**config.mk**
```make
export PLATFORM = sky130hd
export DESIGN_NAME = fp_mul_booth_seq
export DESIGN_NICKNAME = d
export VERILOG_FILES = /design/src/rtl/fp_mul_booth_seq.sv
export SDC_FILE = /design/constraint.sdc
export NUM_CORES = 1
export LEC_CHECK = 0
export CAP_MARGIN = 20
export CORE_ASPECT_RATIO = 1.2
export CORE_MARGIN = 1.5
export CORE_UTILIZATION = 45
export DETAILED_ROUTE_END_ITERATION = 10
export PLACE_DENSITY_LB_ADDON = 0.05
export SYNTH_ARGS = -nofsm -noshare
export SYNTH_HDL_FRONTEND = slang
export SYNTH_SLANG_ARGS = --single-unit
```
**constraint.sdc**
```tcl
create_clock -name clk -period 8.7 [get_ports clk]
set_input_delay 2.175 -clock clk [delete_from_list [all_inputs] [get_ports clk]]
set_output_delay 2.175 -clock clk [all_outputs]
set_load 0.005 [all_outputs]
```
**src/rtl/fp_mul_booth_seq.sv**
```systemverilog
`default_nettype none
// ============================================================================
// Module  : fp_mul_booth_seq
// Brief   : Sequential radix-4 Booth multiplier producing the exact 48-bit
//           significand product {1,frc_X} x {1,frc_Y} for binary32 multiply.
// Revision: 1.0 - initial release
// ============================================================================
module fp_mul_booth_seq (
    input  logic        clk,
    input  logic        rst_n,
    input  logic        in_valid,
    output logic        in_ready,
    input  logic [22:0] frc_X,
    input  logic [22:0] frc_Y,
    input  logic        x_sub,
    input  logic        y_sub,
    output logic        out_valid,
    input  logic        out_ready,
    output logic [47:0] frc_Z_full,
    output logic        busy
);

    typedef enum logic [1:0] {
        S_IDLE = 2'd0,
        S_BUSY = 2'd1,
        S_DONE = 2'd2
    } state_t;

    localparam logic [3:0] c_LAST_DIGIT = 4'd12;

    state_t      r_state;
    logic [3:0]  r_cnt;
    logic [23:0] r_a;
    logic [23:0] r_b;
    logic [49:0] r_acc;
    logic        r_flush;
    logic [47:0] r_z;
    logic        r_out_valid;
    logic        r_busy;
    logic        r_in_ready;

    logic [26:0] w_b_ext;
    logic [2:0]  w_trip;
    logic [49:0] w_a_ext;
    logic [49:0] w_pp;
    logic [49:0] w_term;
    logic [49:0] w_acc_next;

    // B[-1]=0 at the bottom, two zero bits on top so the last digit is never negative
    assign w_b_ext = {2'b00, r_b, 1'b0};
    assign w_trip  = w_b_ext[{r_cnt, 1'b0} +: 3];
    assign w_a_ext = {26'd0, r_a};

    always_comb begin
        w_pp = 50'd0;
        case (w_trip)
            3'b001, 3'b010: w_pp = w_a_ext;
            3'b011:         w_pp = w_a_ext << 1;
            3'b100:         w_pp = 50'd0 - (w_a_ext << 1);
            3'b101, 3'b110: w_pp = 50'd0 - w_a_ext;
            default:        w_pp = 50'd0;
        endcase
    end

    // Explicit weight 4^i; the two's-complement wrap modulo 2^50 keeps it exact
    assign w_term     = w_pp << {r_cnt, 1'b0};
    assign w_acc_next = r_acc + w_term;

    always_ff @(posedge clk or negedge rst_n) begin
        if (!rst_n) begin
            r_state     <= S_IDLE;
            r_cnt       <= 4'd0;
            r_a         <= 24'd0;
            r_b         <= 24'd0;
            r_acc       <= 50'd0;
            r_flush     <= 1'b0;
            r_z         <= 48'h0;
            r_out_valid <= 1'b0;
            r_busy      <= 1'b0;
            r_in_ready  <= 1'b1;
        end else begin
            case (r_state)
                S_IDLE: begin
                    if (r_flush) begin
                        // Flushed operand: spend one cycle, then present zero
                        r_flush     <= 1'b0;
                        r_z         <= 48'h0;
                        r_out_valid <= 1'b1;
                        r_state     <= S_DONE;
                    end else if (in_valid) begin
                        r_a        <= {1'b1, frc_X};
                        r_b        <= {1'b1, frc_Y};
                        r_acc      <= 50'd0;
                        r_cnt      <= 4'd0;
                        r_in_ready <= 1'b0;
                        if (x_sub || y_sub) begin
                            r_flush <= 1'b1;
                        end else begin
                            r_busy  <= 1'b1;
                            r_state <= S_BUSY;
                        end
                    end
                end
                S_BUSY: begin
                    r_acc <= w_acc_next;
                    r_cnt <= r_cnt + 4'd1;
                    if (r_cnt == c_LAST_DIGIT) begin
                        r_z         <= w_acc_next[47:0];
                        r_busy      <= 1'b0;
                        r_out_valid <= 1'b1;
                        r_state     <= S_DONE;
                    end
                end
                S_DONE: begin
                    if (out_ready) begin
                        r_out_valid <= 1'b0;
                        r_in_ready  <= 1'b1;
                        r_state     <= S_IDLE;
                    end
                end
                default: begin
                    r_state     <= S_IDLE;
                    r_flush     <= 1'b0;
                    r_out_valid <= 1'b0;
                    r_busy      <= 1'b0;
                    r_in_ready  <= 1'b1;
                end
            endcase
        end
    end

    assign in_ready   = r_in_ready;
    assign busy       = r_busy;
    assign out_valid  = r_out_valid;
    assign frc_Z_full = r_z;

endmodule
`default_nettype wire

```
After elaboration in Yosys (flattened, before gate mapping)
Index checks and enable logic that the tools add are counted.

storage, ports and cells
  register bits after elaboration = 156
  latch bits = 0
  memory bits (writable) = 0
  ROM bits = 0
  bits of input ports = 52
  output and inout port bits = 51
  word-level logic and storage cells = 82
  memories kept = 0

operators by class
  add/sub/neg operators = 4
  $mul = 0
  divide/modulo/power cells = 0
  $lt $le $gt $ge = 0
  eq/ne operators = 17
  shift operators = 2
  muxes and demuxes = 33
  bitwise logic cells = 3
  reduce and logical (&&, ||, !) cells = 13

operators with widths
  cell                                                                 number
  50-bit case mux with 4 select lines                                  1
  50-bit 2-to-1 mux                                                    2
  50-bit case mux with 2 select lines                                  1
  48-bit 2-to-1 mux                                                    2
  48-bit case mux with 2 select lines                                  1
  50-bit adder                                                         1
  50-bit by 5-bit left shift with 50-bit output                        1
  27-bit by 6-bit indexed part select with 3-bit output                1
  1-bit by 25-bit subtractor with 26-bit output, first input constant  1
  1-bit by 24-bit subtractor with 25-bit output, first input constant  1
  1-bit 2-to-1 mux                                                     13
  2-bit inequality test, second input constant                         6
  3-bit AND reduction                                                  4
  2-bit 2-to-1 mux                                                     5
  3-bit == test, second input constant                                 3
  1-bit case mux with 3 select lines                                   3
  4-bit 2-to-1 mux                                                     2
  4-bit case mux with 2 select lines                                   1
  4-bit AND reduction                                                  2
  3-bit by 2-bit == test with 1-bit output, second input constant      2
  3-bit inequality test, second input constant                         2
  2-bit case mux with 3 select lines                                   1
  2-bit OR reduction                                                   3
  5-bit AND reduction                                                  1
  10 further kinds                                                     12

Logic depth before layout (Yosys ltp)
  depth in word-level cells = 8
  gate-level depth with buffers = 28

Worst setup path after synthesis
OpenSTA, ideal clock, no wires.

  path type = reg-to-reg
  start point = reg r_cnt[0]
  end point = reg r_acc[45]
  data arrival time = 5.940 ns
  data required time = 8.579 ns
  path slack = 2.639 ns
  stages on the path, launching flop included = 27
  cell sequence = dfrtp_1 buf_6 buf_6 mux4_2 a221o_1 buf_6 or3_4 buf_6 o32ai_1 a21oi_1 mux2_2 mux2_4 nor2_1 a21oi_1 nor2_1 ha_1 and3_1 a31oi_1 a21oi_1 a211o_1 o2111a_1 a311o_1 a311oi_1 nor2_1 a221oi_1 xnor2_1 a22o_1

on the way
  word-level cells in the longest chain between the ends = 7
  elaborated cells on any way between the ends = 13
  those cells by class = add/sub (1); eq/ne (6); shift (2); mux (2); reduce/logical (2)

ends and longest elaborated chain
  element                                                line  source
  start, declared                                        32    logic [3:0] r_cnt;
  start signal, assigned                                 106   r_cnt <= r_cnt + 4'd1;
  27-bit by 6-bit indexed part select with 3-bit output  51    assign w_trip = w_b_ext[{r_cnt, 1'b0} +: 3];
  3-bit == test (tied with other cells)                  56    case (w_trip)
  2-bit OR reduction                                     56
  50-bit case mux with 4 select lines                    56
  50-bit by 5-bit left shift with 50-bit output *        66    assign w_term = w_pp << {r_cnt, 1'b0};
  50-bit adder *                                         67    assign w_acc_next = r_acc + w_term;
  50-bit case mux with 2 select lines *                  82    case (r_state)
  end signal, assigned                                   105   r_acc <= w_acc_next;
  end, declared                                          35    logic [49:0] r_acc;

Mark *: on every way between the ends. The rest lies on a longest branch, timed or not.
A chain may end at the register's enable or synchronous reset.

Worst setup path after layout
Ends and elaborated chain as after synthesis.

==> results.md <==
- The library cell used most frequently in the layout, excluding fill and tap cells, is sky130_fd_sc_hd__nand2_1.
- The floorplan step defined a core boundary enclosing 25400 um2.
- The ratio of cells with drive above 1 in the final layout is 9.96%.
- The number of hold buffers added after CTS was 0.
- The area growth from synthesis to layout is 15.0%.
- In this run the remaining antenna-violating nets after routing total 0.
- The count of flip-flops with a built-in enable after synthesis is 0.
- The max-slew violation count is 0.
- The slew at the pin with the worst max-slew slack is 1080 ps.
- The overall routed net length is 35200 um.
- The global-route wire length before repair is 54600 um.
- The flow ran to the end, and the final reports show no timing, DRC or antenna violations.
- The finished cells cover 13300 um2.
- The number of synthesized register bits is 153.
- OpenSTA, run right after detailed placement, puts the worst setup slack at 1120 ps.
- Global routing finished with a remaining overflow of 0.
- The first detailed-routing pass took 5 iterations.
- The async set-reset flop share out of synthesis is 100%.
- The min-delay analysis places its worst path in the category flop to flop.
- The final routed DRC violation total is 0.
- The gate count after technology mapping is 1332.
- The overall global routing resource usage is 26.7%.
- The Yosys step of the flow raised 0 warnings.
- Synthesis instantiated 79 different standard cells from the library.
- The placed instances occupy a cell area of 12700 um2.
- The number of nets handed over by synthesis was 1440.
- The worst setup path is captured at a flop.
- Clock-pin slew was measured on the worst setup and hold paths at 70 ps.
- In the final routed layout, each cell accounts on average for 20.5 um.
- Setup violations remaining at the end of the flow were counted as 0.
- Ranked by total cell area, the synthesized netlist is headed by sky130_fd_sc_hd__dfrtp_1 33%, sky130_fd_sc_hd__ha_1 5.9%, sky130_fd_sc_hd__mux2_2 5.9%.
- The tree is rooted in a sky130_fd_sc_hd__clkbuf_16.
- The average instance area after synthesis is 8.70 um2.
- The worst path required time is 9030 ps.
- In the synthesized netlist the dominant register cell turns out to be sky130_fd_sc_hd__dfrtp_1.
- The achievable frequency is 131 MHz.
- After synthesis the cells add up to 11600 um2.
- The TritonCTS clock tree is done.
- In this run the static leakage power is 5.93 nW.
- The worst clock skew is 13.8 ps.
- The library cells used most frequently in the layout, excluding fill and tap cells, are 165 x sky130_fd_sc_hd__nand2_1, 152 x sky130_fd_sc_hd__dfrtp_1, 123 x sky130_fd_sc_hd__o21ai_0.
- The height of the die is 179 um.
- The pin count of the biggest net entering global routing is 101.
- The row count is 64.
- The floorplan step defined a die boundary enclosing 26700 um2.
- The post-CTS setup buffer count is 0.
- The x dimension of the die is 149 um.
- The number of standard cells in the final layout excluding fillers is 1716.
- The count of buffers added on input and output ports is 102.
- The longest clock path from root to sink contains 2 buffers.
- The CTS H-tree depth is 4.
- The routed layout has 10.3k vias.
- The TritonCTS buffer count is 17.
- The iteration-0 DRC count of the detailed router is 586.
- The power per unit of standard cell area is 479 nW/um2.
- The largest fanout of any net on the critical path is 22.
- The clock period could shrink to 7620 ps.
- The number of antenna diodes in the final layout is 0.
- The total design power is 6.38 mW.
- The kind of start point of the critical path is a flop.
- The clock latency on the worst-skew pair is 440 ps.
- The largest area contributor in the netlist is sky130_fd_sc_hd__dfrtp_1.
- In the final design database the tool counted 1481 nets.
- The worst pin sits at a relative slew slack of 27.7%.
- Dividing the final minimum period by the clock period gives 87.6%.
- The effective utilization at floorplan is 45.6%.
- Summed over all failing endpoints, the final setup total negative slack is 0 ps.
- Sequential cells were found to cover 33.1% of the synthesized design area.
- The I/O pin count is 103.
- The category of the critical setup timing path is flop to flop.
- The count of final hold-check violations came to 0.
- The congestion estimate from routability-driven global placement came to 0.940.
- The critical path arrival is 7960 ps.
- In this run, post-CTS repair resized a total of 0 instances.
- The via count of the first global-routing pass came to 9839.
- The HPWL after detailed placement is 26600 um.
- The CTS sink count is 153.
- Setup repair after global routing left no endpoint under its margin.
- The detail-routed via count per cell is 6.00.
- The initial antenna violation count was 0.
- Hold is met by 481 ps.
- Max-cap violations in this run came to 0.
- Once placement completed, the tool counted placed cells totaling 1684.
- The worst setup margin is 1080 ps.
- The end-of-flow core utilization is 52.5%.
- The area share of the largest cell type after synthesis is 32.8%.
- The maximum vdd drop is 0.000163 V.
critical path, cell delays in order (launching register included):
cell and delay [ps]:
sky130_fd_sc_hd__dfrtp_1 710, sky130_fd_sc_hd__mux4_2 560, sky130_fd_sc_hd__mux4_2 710, sky130_fd_sc_hd__xor2_1 830
sky130_fd_sc_hd__a221o_1 260, sky130_fd_sc_hd__o21ai_0 110, sky130_fd_sc_hd__mux2_2 330, sky130_fd_sc_hd__mux2i_1 220
sky130_fd_sc_hd__nor2_1 70, sky130_fd_sc_hd__a211oi_1 400, sky130_fd_sc_hd__ha_1 370, sky130_fd_sc_hd__a21o_1 180
sky130_fd_sc_hd__a21oi_1 190, sky130_fd_sc_hd__o21ai_0 120, sky130_fd_sc_hd__a211o_1 380, sky130_fd_sc_hd__o2111a_1 330
sky130_fd_sc_hd__a311o_1 410, sky130_fd_sc_hd__a311oi_1 430, sky130_fd_sc_hd__nor2_1 130, sky130_fd_sc_hd__a221oi_1 420
sky130_fd_sc_hd__xnor2_1 140, sky130_fd_sc_hd__a22o_1 220
report_power, final:
group / switching, mW / internal, mW / leakage, nW
logic: 2.55 / 1.74 / 3.62
clock network: 0.337 / 0.414 / 0.295
registers: 0.313 / 1.03 / 2.01
cells in the mapped netlist (all sizes together) (30+ instances only):
master	count
a21o	47
a22o	30
o21ai	127
clkbuf	66
xnor2	44
mux2	63
nand2	166
ha	55
nor2	78
mux2i	35
dfrtp	152
a21oi	89
per-layer routing:
layer / global-route usage (%) / up-vias / routed length, um / share of wire (%)
li1: - / 4984 / - / -
met1: 33.4 / 5005 / 15400 / 44
met2: 45.7 / 254 / 17300 / 49
met3: 4.27 / 55 / 1410 / 4.0
met4: 10.4 / 0 / 1050 / 3.0
met5: 0 / - / 0 / 0
cell families after synthesis:
kind of cell               synth area share, %
AOI/OAI and AO/OA                         24.2
xor gates and xnor gates                  4.97
adders and majority gates                 6.11
buffers and inverters                     4.47
DFF                                       33.1
muxes                                     11.2
and+or+nand+nor                           16.0
flip-flops by register name (all words and copies together) (netlist names):
signal / flops
r_state: 2
in_ready: 1
out_valid: 1
r_flush: 1
r_a: 24
frc_Z_full: 48
r_b: 23
r_acc: 48
r_cnt: 4
busy: 1
layout make-up:
type / instances / area, um2
Tap cell: 330 / 413
Inverter: 28 / 105
Multi-Input combinational cell: 1057 / 7260
Timing Repair Buffer: 116 / 1120
Sequential cell: 153 / 3830
Clock inverter: 14 / 155
Clock buffer: 18 / 439
Fill cell: 2420 / 12100
path summary, 6_finish.rpt:
| check | from | to | slack, ps | cells after the start |
|---|---|---|---|---|
| setup / recovery | r_cnt[0] | r_acc[45] | 1080 | 21 |
| hold reg to reg | frc_Z_full[3] | frc_Z_full[3] | 480 | 2 |
| hold / removal | frc_Z_full[3] | frc_Z_full[3] | 480 | 2 |
| min in group asynchronous | rst_n | r_b[16] | 1820 | 1 |
| max in group asynchronous | rst_n | r_acc[23] | 5630 | 2 |
| setup reg to reg | r_cnt[0] | r_acc[45] | 1080 | 21 |
Power figures use the tool's default switching activity.
